<file path="src/rtl/supply_seq.sv">
// N-rail power sequencer: ascending ramp with per-rail timeout, dropout watch, latched fault.
// SUPPLY_SEQ_REV_OFF_EN selects sequenced top-down shutdown instead of all-at-once.
module supply_seq #(
    parameter int NCH      = 4,
    parameter int RAMP_CYC = 200,
    parameter int OFF_DLY  = 16,
    parameter int CNT_W    = 8,
    localparam int CHW     = (NCH > 1) ? $clog2(NCH) : 1
) (
    input  logic           CLK,
    input  logic           RST_N,
    input  logic           EN,
    input  logic           CLR_FAULT,
    input  logic [NCH-1:0] VIN_OK,
    output logic [NCH-1:0] RAIL_EN,
    output logic [NCH-1:0] PG,
    output logic           ALL_PG,
    output logic           FAULT,
    output logic [CHW-1:0] FAULT_CH
);

    if (NCH < 1 || NCH > 16 || RAMP_CYC < 2 || OFF_DLY < 1 ||
        RAMP_CYC > (1 << CNT_W) - 1 ||
        OFF_DLY > (1 << CNT_W) - 1) begin : g_bad_cfg
        $error("supply_seq: illegal parameter set");
    end

    typedef enum logic [2:0] {
        S_OFF,
        S_RAMP,
        S_ON,
        S_SHDN,
        S_FLT
    } state_t;

    localparam logic [CHW-1:0]   LAST     = CHW'(NCH - 1);
    localparam logic [CNT_W-1:0] RAMP_MAX = CNT_W'(RAMP_CYC - 1);
`ifdef SUPPLY_SEQ_REV_OFF_EN
    localparam logic [CNT_W-1:0] OFF_MAX  = CNT_W'(OFF_DLY - 1);
`endif

    state_t           state;
    logic [NCH-1:0]   vok_m;
    logic [NCH-1:0]   vok_s;
    logic [CHW-1:0]   idx;
    logic [CNT_W-1:0] cnt;

    logic [NCH-1:0]   drop;
    logic             drop_any;
    logic [CHW-1:0]   drop_ch;
    logic             timeout;
    logic             flt_now;
    logic [CHW-1:0]   idx_up;
`ifdef SUPPLY_SEQ_REV_OFF_EN
    logic [CHW-1:0]   idx_dn;
`endif

    always_ff @(posedge CLK or negedge RST_N) begin
        if (!RST_N) begin
            vok_m <= '0;
            vok_s <= '0;
        end else begin
            vok_m <= VIN_OK;
            vok_s <= vok_m;
        end
    end

    // lowest-index dropout wins the fault channel
    always_comb begin
        drop     = PG & ~vok_s;
        drop_any = |drop;
        drop_ch  = '0;
        for (int i = NCH - 1; i >= 0; i--) begin
            if (drop[i]) drop_ch = CHW'(i);
        end
        timeout = (state == S_RAMP) && !vok_s[idx] && (cnt == RAMP_MAX);
        flt_now = drop_any || timeout;
        idx_up  = idx + 1'b1;
`ifdef SUPPLY_SEQ_REV_OFF_EN
        idx_dn  = idx - 1'b1;
`endif
    end

    always_ff @(posedge CLK or negedge RST_N) begin
        if (!RST_N) begin
            state    <= S_OFF;
            idx      <= '0;
            cnt      <= '0;
            RAIL_EN  <= '0;
            PG       <= '0;
            ALL_PG   <= 1'b0;
            FAULT    <= 1'b0;
            FAULT_CH <= '0;
        end else begin
            unique case (state)
                S_OFF: begin
                    if (EN) begin
                        state   <= S_RAMP;
                        idx     <= '0;
                        cnt     <= '0;
                        RAIL_EN <= NCH'(1);
                    end
                end
                S_RAMP, S_ON: begin
                    if (flt_now) begin
                        state    <= S_FLT;
                        RAIL_EN  <= '0;
                        PG       <= '0;
                        ALL_PG   <= 1'b0;
                        FAULT    <= 1'b1;
                        FAULT_CH <= drop_any ? drop_ch : idx;
                    end else if (!EN) begin
                        state  <= S_SHDN;
                        ALL_PG <= 1'b0;
`ifdef SUPPLY_SEQ_REV_OFF_EN
                        // idx is always the highest enabled rail here
                        RAIL_EN[idx] <= 1'b0;
                        PG[idx]      <= 1'b0;
                        cnt          <= '0;
`else
                        RAIL_EN <= '0;
                        PG      <= '0;
`endif
                    end else if (state == S_RAMP) begin
                        if (vok_s[idx]) begin
                            PG[idx] <= 1'b1;
                            cnt     <= '0;
                            if (idx == LAST) begin
                                state  <= S_ON;
                                ALL_PG <= 1'b1;
                            end else begin
                                idx             <= idx_up;
                                RAIL_EN[idx_up] <= 1'b1;
                            end
                        end else begin
                            cnt <= cnt + 1'b1;
                        end
                    end
                end
                S_SHDN: begin
`ifdef SUPPLY_SEQ_REV_OFF_EN
                    if (cnt == OFF_MAX) begin
                        cnt <= '0;
                        if (idx == '0) begin
                            state <= S_OFF;
                        end else begin
                            idx             <= idx_dn;
                            RAIL_EN[idx_dn] <= 1'b0;
                            PG[idx_dn]      <= 1'b0;
                        end
                    end else begin
                        cnt <= cnt + 1'b1;
                    end
`else
                    state <= S_OFF;
`endif
                end
                S_FLT: begin
                    if (CLR_FAULT && !EN) begin
                        state    <= S_OFF;
                        FAULT    <= 1'b0;
                        FAULT_CH <= '0;
                    end
                end
                default: state <= S_OFF;
            endcase
        end
    end

endmodule
</file>
<file path="config.mk">
export PLATFORM = sky130hd
export DESIGN_NAME = supply_seq
export DESIGN_NICKNAME = d
export VERILOG_FILES = /design/src/rtl/supply_seq.sv
export SDC_FILE = /design/constraint.sdc
export NUM_CORES = 1
export LEC_CHECK = 0
export CORE_MARGIN = 3
export CORE_UTILIZATION = 41
export DETAILED_ROUTE_END_ITERATION = 10
export PLACE_DENSITY = 0.62
export SLEW_MARGIN = 20
export SYNTH_ARGS = -nofsm -noshare
export SYNTH_HDL_FRONTEND = slang
export SYNTH_SLANG_ARGS = --single-unit
</file>
<file path="constraint.sdc">
create_clock -name CLK -period 3.6 [get_ports CLK]
set_clock_uncertainty 0.05 [all_clocks]
set_input_delay 1.08 -clock CLK [delete_from_list [all_inputs] [get_ports CLK]]
set_output_delay 1.08 -clock CLK [all_outputs]
set_load 0.1 [all_outputs]
</file>
# --- Word level (Yosys, flattened, before mapping) ---
# Index checks and enable logic that the tools add are counted.
classes:
  n_addsub: 2
  n_lt_le_gt_ge: 4
  eq_ne: 20
  mux: 54
  bitwise_logic: 4
  n_reduce_logical: 20
op_table:
  columns: ["cell", "count"]
  rows:
  - ["$mux W4", 10]
  - ["$mux W8", 5]
  - ["$mux W2", 13]
  - ["$mux W3", 7]
  - ["$ne A2 B2 Y1 const B", 8]
  - ["$ne A4 B4 Y1 const B", 4]
  - ["$pmux W8 S2", 1]
  - ["$reduce_and A5 Y1", 3]
  - ["$mux W1", 10]
  - ["$ne A3 B1 Y1 const B", 3]
  - ["$pmux W3 S3", 1]
  - ["$add A8 B1 Y8 const B", 1]
  - ["$eq A8 B8 Y1 const B", 1]
  - ["$or A4 B4 Y4", 2]
  - ["$pmux W2 S2", 2]
  - ["$pmux W4 S2", 1]
  - ["$reduce_and A7 Y1", 1]
  - ["$lt A2 B3 Y1 const B", 2]
  - ["$reduce_and A3 Y1", 2]
  - ["$logic_and A1 B1 Y1", 5]
  - ["$and A4 B4 Y4", 1]
  - ["$demux W1 S2", 2]
  - ["$ge A2 B1 Y1 const B", 2]
  - ["$not A4 Y4", 1]
  - ["other kinds (14)", 16]
word_totals:
  reg_bits: 33
  out_inout_bits: 12
  elab_cells: 114

# --- Depth between registers and ports, before layout ---
depth:
  word_depth: 12
  mapped_depth: 7
  ltp_nobuf: 6

# --- Worst setup path after synthesis ---
# Ideal clock, no wire load.
synth_timing:
  kind: "reg2reg"
  startpoint: "register PG[0]"
  endpoint: "register idx[0]"
  setup_time_ns: 0.083
  arrival_time_ns: 2.139
  t_required_ns: 3.467
  slack_ns: 1.329
  stages_incl_launch_ff: 6
  path_buffers: 0
  period_less_slack_ns: 2.271
  path_cell_list: "dfrtp_1 nand2b_1 o2111a_1 o2111ai_2 or4_1 o21ai_0"
synth_between:
  elab_chain_cells: 5
synth_lines:
  columns: ["element", "line", "text"]
  rows:
  - ["start, declared", "16", "output logic [NCH-1:0] PG,"]
  - ["start signal, assigned", "90", "PG <= '0;"]
  - ["start signal, assigned", "108", "PG <= '0;"]
  - ["start signal, assigned", "122", "PG <= '0;"]
  - ["$and A4 B4 Y4", "70", "drop = PG & ~vok_s;"]
  - ["$reduce_or A4 Y1", "71", "drop_any = |drop;"]
  - ["$logic_or A1 B1 Y1", "77", "flt_now = drop_any || timeout;"]
  - ["$ne A2 B2 Y1 (no source line)", null, null]
  - ["$reduce_and A7 Y1 (no source line)", null, null]
  - ["end signal, assigned", "132", "idx <= idx_up;"]
  - ["end, declared", "45", "logic [CHW-1:0] idx;"]
# No other way between the ends.
# A chain may end at the register's enable or synchronous reset.

# --- Worst setup path in the final report ---
layout_timing:
  startpoint: "input port EN"
  endpoint: "register idx[0]"
layout_between:
  elab_chain_cells: 2
  elab_cells_between_ends: 3
  cone_classes: "2 x eq/ne; 1 x reduce/logical"
layout_lines:
  columns: ["element", "line", "text"]
  rows:
  - ["start, declared", "12", "input logic EN,"]
  - ["$ne A2 B2 Y1 (no source line)", null, null]
  - ["$reduce_and A7 Y1 (no source line) *", null, null]
# Mark *: on every way between the ends. The rest lies on a longest branch, timed or not.

==> out/metrics.yaml <==
cells_and_area:
  fillers: 366
  layout-drive-gt1-share_pct: 13.9
  nets: 217
  multi_input_comb_area_sq_um: 878
  area_delta_synth_final_pct: 19.0
  final_cell_mix: "dfrtp_1 (33), nor2_1 (17), o21ai_0 (16)"
  antenna_cells: 0
  ff_latch_area_sq_um: 826
  mostFrequentLayoutCell: "dfrtp_1"
  utilization_pct: 51.3
die:
  rows: 23
  die_h_um: 71.3
  dieArea_sq_um: 5080
  core_area_sq_um: 4060
  initial_core_util_pct: 43.1
  ioPinCount: 20
  die_w_um: 71.3
synthesis:
  ys.warnings.count: 0
  synth_ff_type: "dfrtp_1"
  synth_edf_count: 0
  synth-seq-cells: 33
  synthCells: 178
  syn_area_sq_um: 1750
  avgSynthCellArea_sq_um: 9.82
  synth_nets: 194
  ys_seq_area_share_pct: 47.2
  synth.distinct_cells: 38
  synthArstFlopShare_pct: 100
sta:
  fin_crit_sh_pct: 69.8
  hold_ws_ns: 0.299
  tns_ns: 0
  period_minus_slack_ns: 2.51
  relSlewSlack_pct: 60.9
  fmax_mhz: 398
  setup_viol: 0
  tightest_slew_ns: 0.587
  slew_violations: 0
  hold_viol: 0
  grt_setup_unrepaired: "no"
global_routing:
  grt_first_pass_wirelength_mm: 6.56
  grt_usage_pct: 16.1
  antenna_found_initial: 0
  first_global_vias: 1433
  grt_max_degree: 34
  overflow: 0
placement:
  gp_congestion: 0.901
  dp_hpwl_mm: 2.64
  place.port_buffers: 19
worst_setup_path:
  crit_fanout: 16
  start_kind: "input port"
  endpoint: "idx[0]"
  reg2reg_slack_ns: 1.25
  cp.required_ns: 3.75
  cp_data_arrival_time_ns: 2.66
  timing.rr.start: "idx[0]"
  reg2reg_to: "cnt[2]"
  worstSetupStartpoint: "EN"
  critPathCaptureType: "flip-flop"
  crit_type: "input port to flip-flop"
  r2r_cells: 5
routing:
  wl_mm: 3.64
  routed_via_density: 5.57
  first_iter_violations: 151
  via_count: 1404
  first_pass_iters: 4
  drtAntennaViolNets: 0
  drc: 0
  wl_per_cell_um: 14.4
clocking:
  htree_levels: 2
  cts_resized: 0
  cts_buffers: 5
  clock_path_buffers: 2
  path_clk_slew_ns: 0.06
  insertion_delay_ns: 0.28
  cts_hold_buffers: 0
  clock-sinks: 33
  root_buffer: "clkbuf_8"
  tritoncts: "done"
  cts_setup_buffers: 0
pwr:
  p_leak_nw: 0.910
  vdd_ir_drop_max_v: 0.000264
  p_per_area_nw_per_um2: 797
worst_hold_path:
  holdCritPathClass: "flip-flop to flip-flop"
outcome:
  status: "complete, no violations"
flow_run:
  cap_violations: 0
==> synth_stat cells (3+ instances only) <==
cell      number  area (sq um)
o21ai_0       16          80.1
nor2b_1        8          50.1
mux2i_1        4          40.0
dfrtp_1       33           826
inv_1          6          22.5
o21a_1         3          22.5
nand2_1       15          56.3
o31ai_1        3          22.5
nand2b_1       7          43.8
clkbuf_1       3          11.3
nor2_1        17          63.8
nand3_1       11          55.1
ha_1           8           100
and3_1         3          18.8
a21oi_1       10          50.1
==> power by group <==
part,switching [W],leakage (nW),total [W],internal (W)
logic,0.000544,0.424,0.000772,0.000228
clock network,0.000128,0.0585,0.000354,0.000226
registers,0.0000929,0.428,0.000533,0.000440
==> metrics by stage <==
stage / instances / cell area [sq um] / power [W] / setup WS, ns
2_1_floorplan: 178 / 1750 / 0.00113 / 1.33
3_3_place_gp: 244 / 1960 / 0.00130 / 0.871
3_5_place_dp: 244 / 1960 / 0.00131 / 0.821
4_1_cts: 252 / 2080 / 0.00167 / 1.10
5_1_grt: 252 / 2080 / 0.00177 / 0.945
6_report: 252 / 2080 / 0.00166 / 1.09
==> critical path, stage by stage <==
cell	delay, ns
clkdlybuf4s50_1	0.52
o2111ai_2	0.35
or4_1	0.56
o21ai_0	0.15
==> layer usage <==
layer / vias up / global-route usage (%) / wire length, um
li1: 678 / - / -
met3: 7 / 4.63 / 141
met1: 680 / 21.0 / 1720
met2: 39 / 25.3 / 1720
met5: - / 0 / 0
met4: 0 / 6.68 / 55
==> kinds of logic after synthesis <==
kind of cell	after synthesis	share of synthesized area [%]
AOI/OAI and AO/OA	44	16.9
muxes	5	3.58
buffers and inverters	11	2.51
and+or+nand+nor	77	24.1
adders and majority gates	8	5.73
DFF	33	47.2
==> worst min-delay path by stage <==
stage              from       end  slack (ns)  cells after the start
2_1_floorplan  vok_m[0]  vok_s[0]        0.28                      0
3_3_place_gp   vok_m[1]  vok_s[1]        0.28                      0
3_5_place_dp   vok_m[2]  vok_s[2]        0.29                      0
4_1_cts        vok_m[2]  vok_s[2]        0.30                      0
5_1_grt        vok_m[0]  vok_s[0]        0.31                      0
6_report       vok_m[2]  vok_s[2]        0.30                      0
==> state kept, by name (all words and copies together), names as in the netlist <==
name,cells
RAIL_EN,4
cnt,8
vok_s,4
FAULT_CH,2
vok_m,4
state,3
ALL_PG,1
idx,2
FAULT,1
PG,4
==> area by class of cell <==
cell class | count | share of cell area (%)
Inverter | 6 | 1.08
Sequential cell | 33 | 39.7
Clock buffer | 7 | 4.15
Clock inverter | 1 | 1.44
Timing Repair Buffer | 21 | 8.42
Multi-Input combinational cell | 134 | 42.2
Tap cell | 50 | 3.01
No activity file was read; power rests on OpenSTA's default activity.
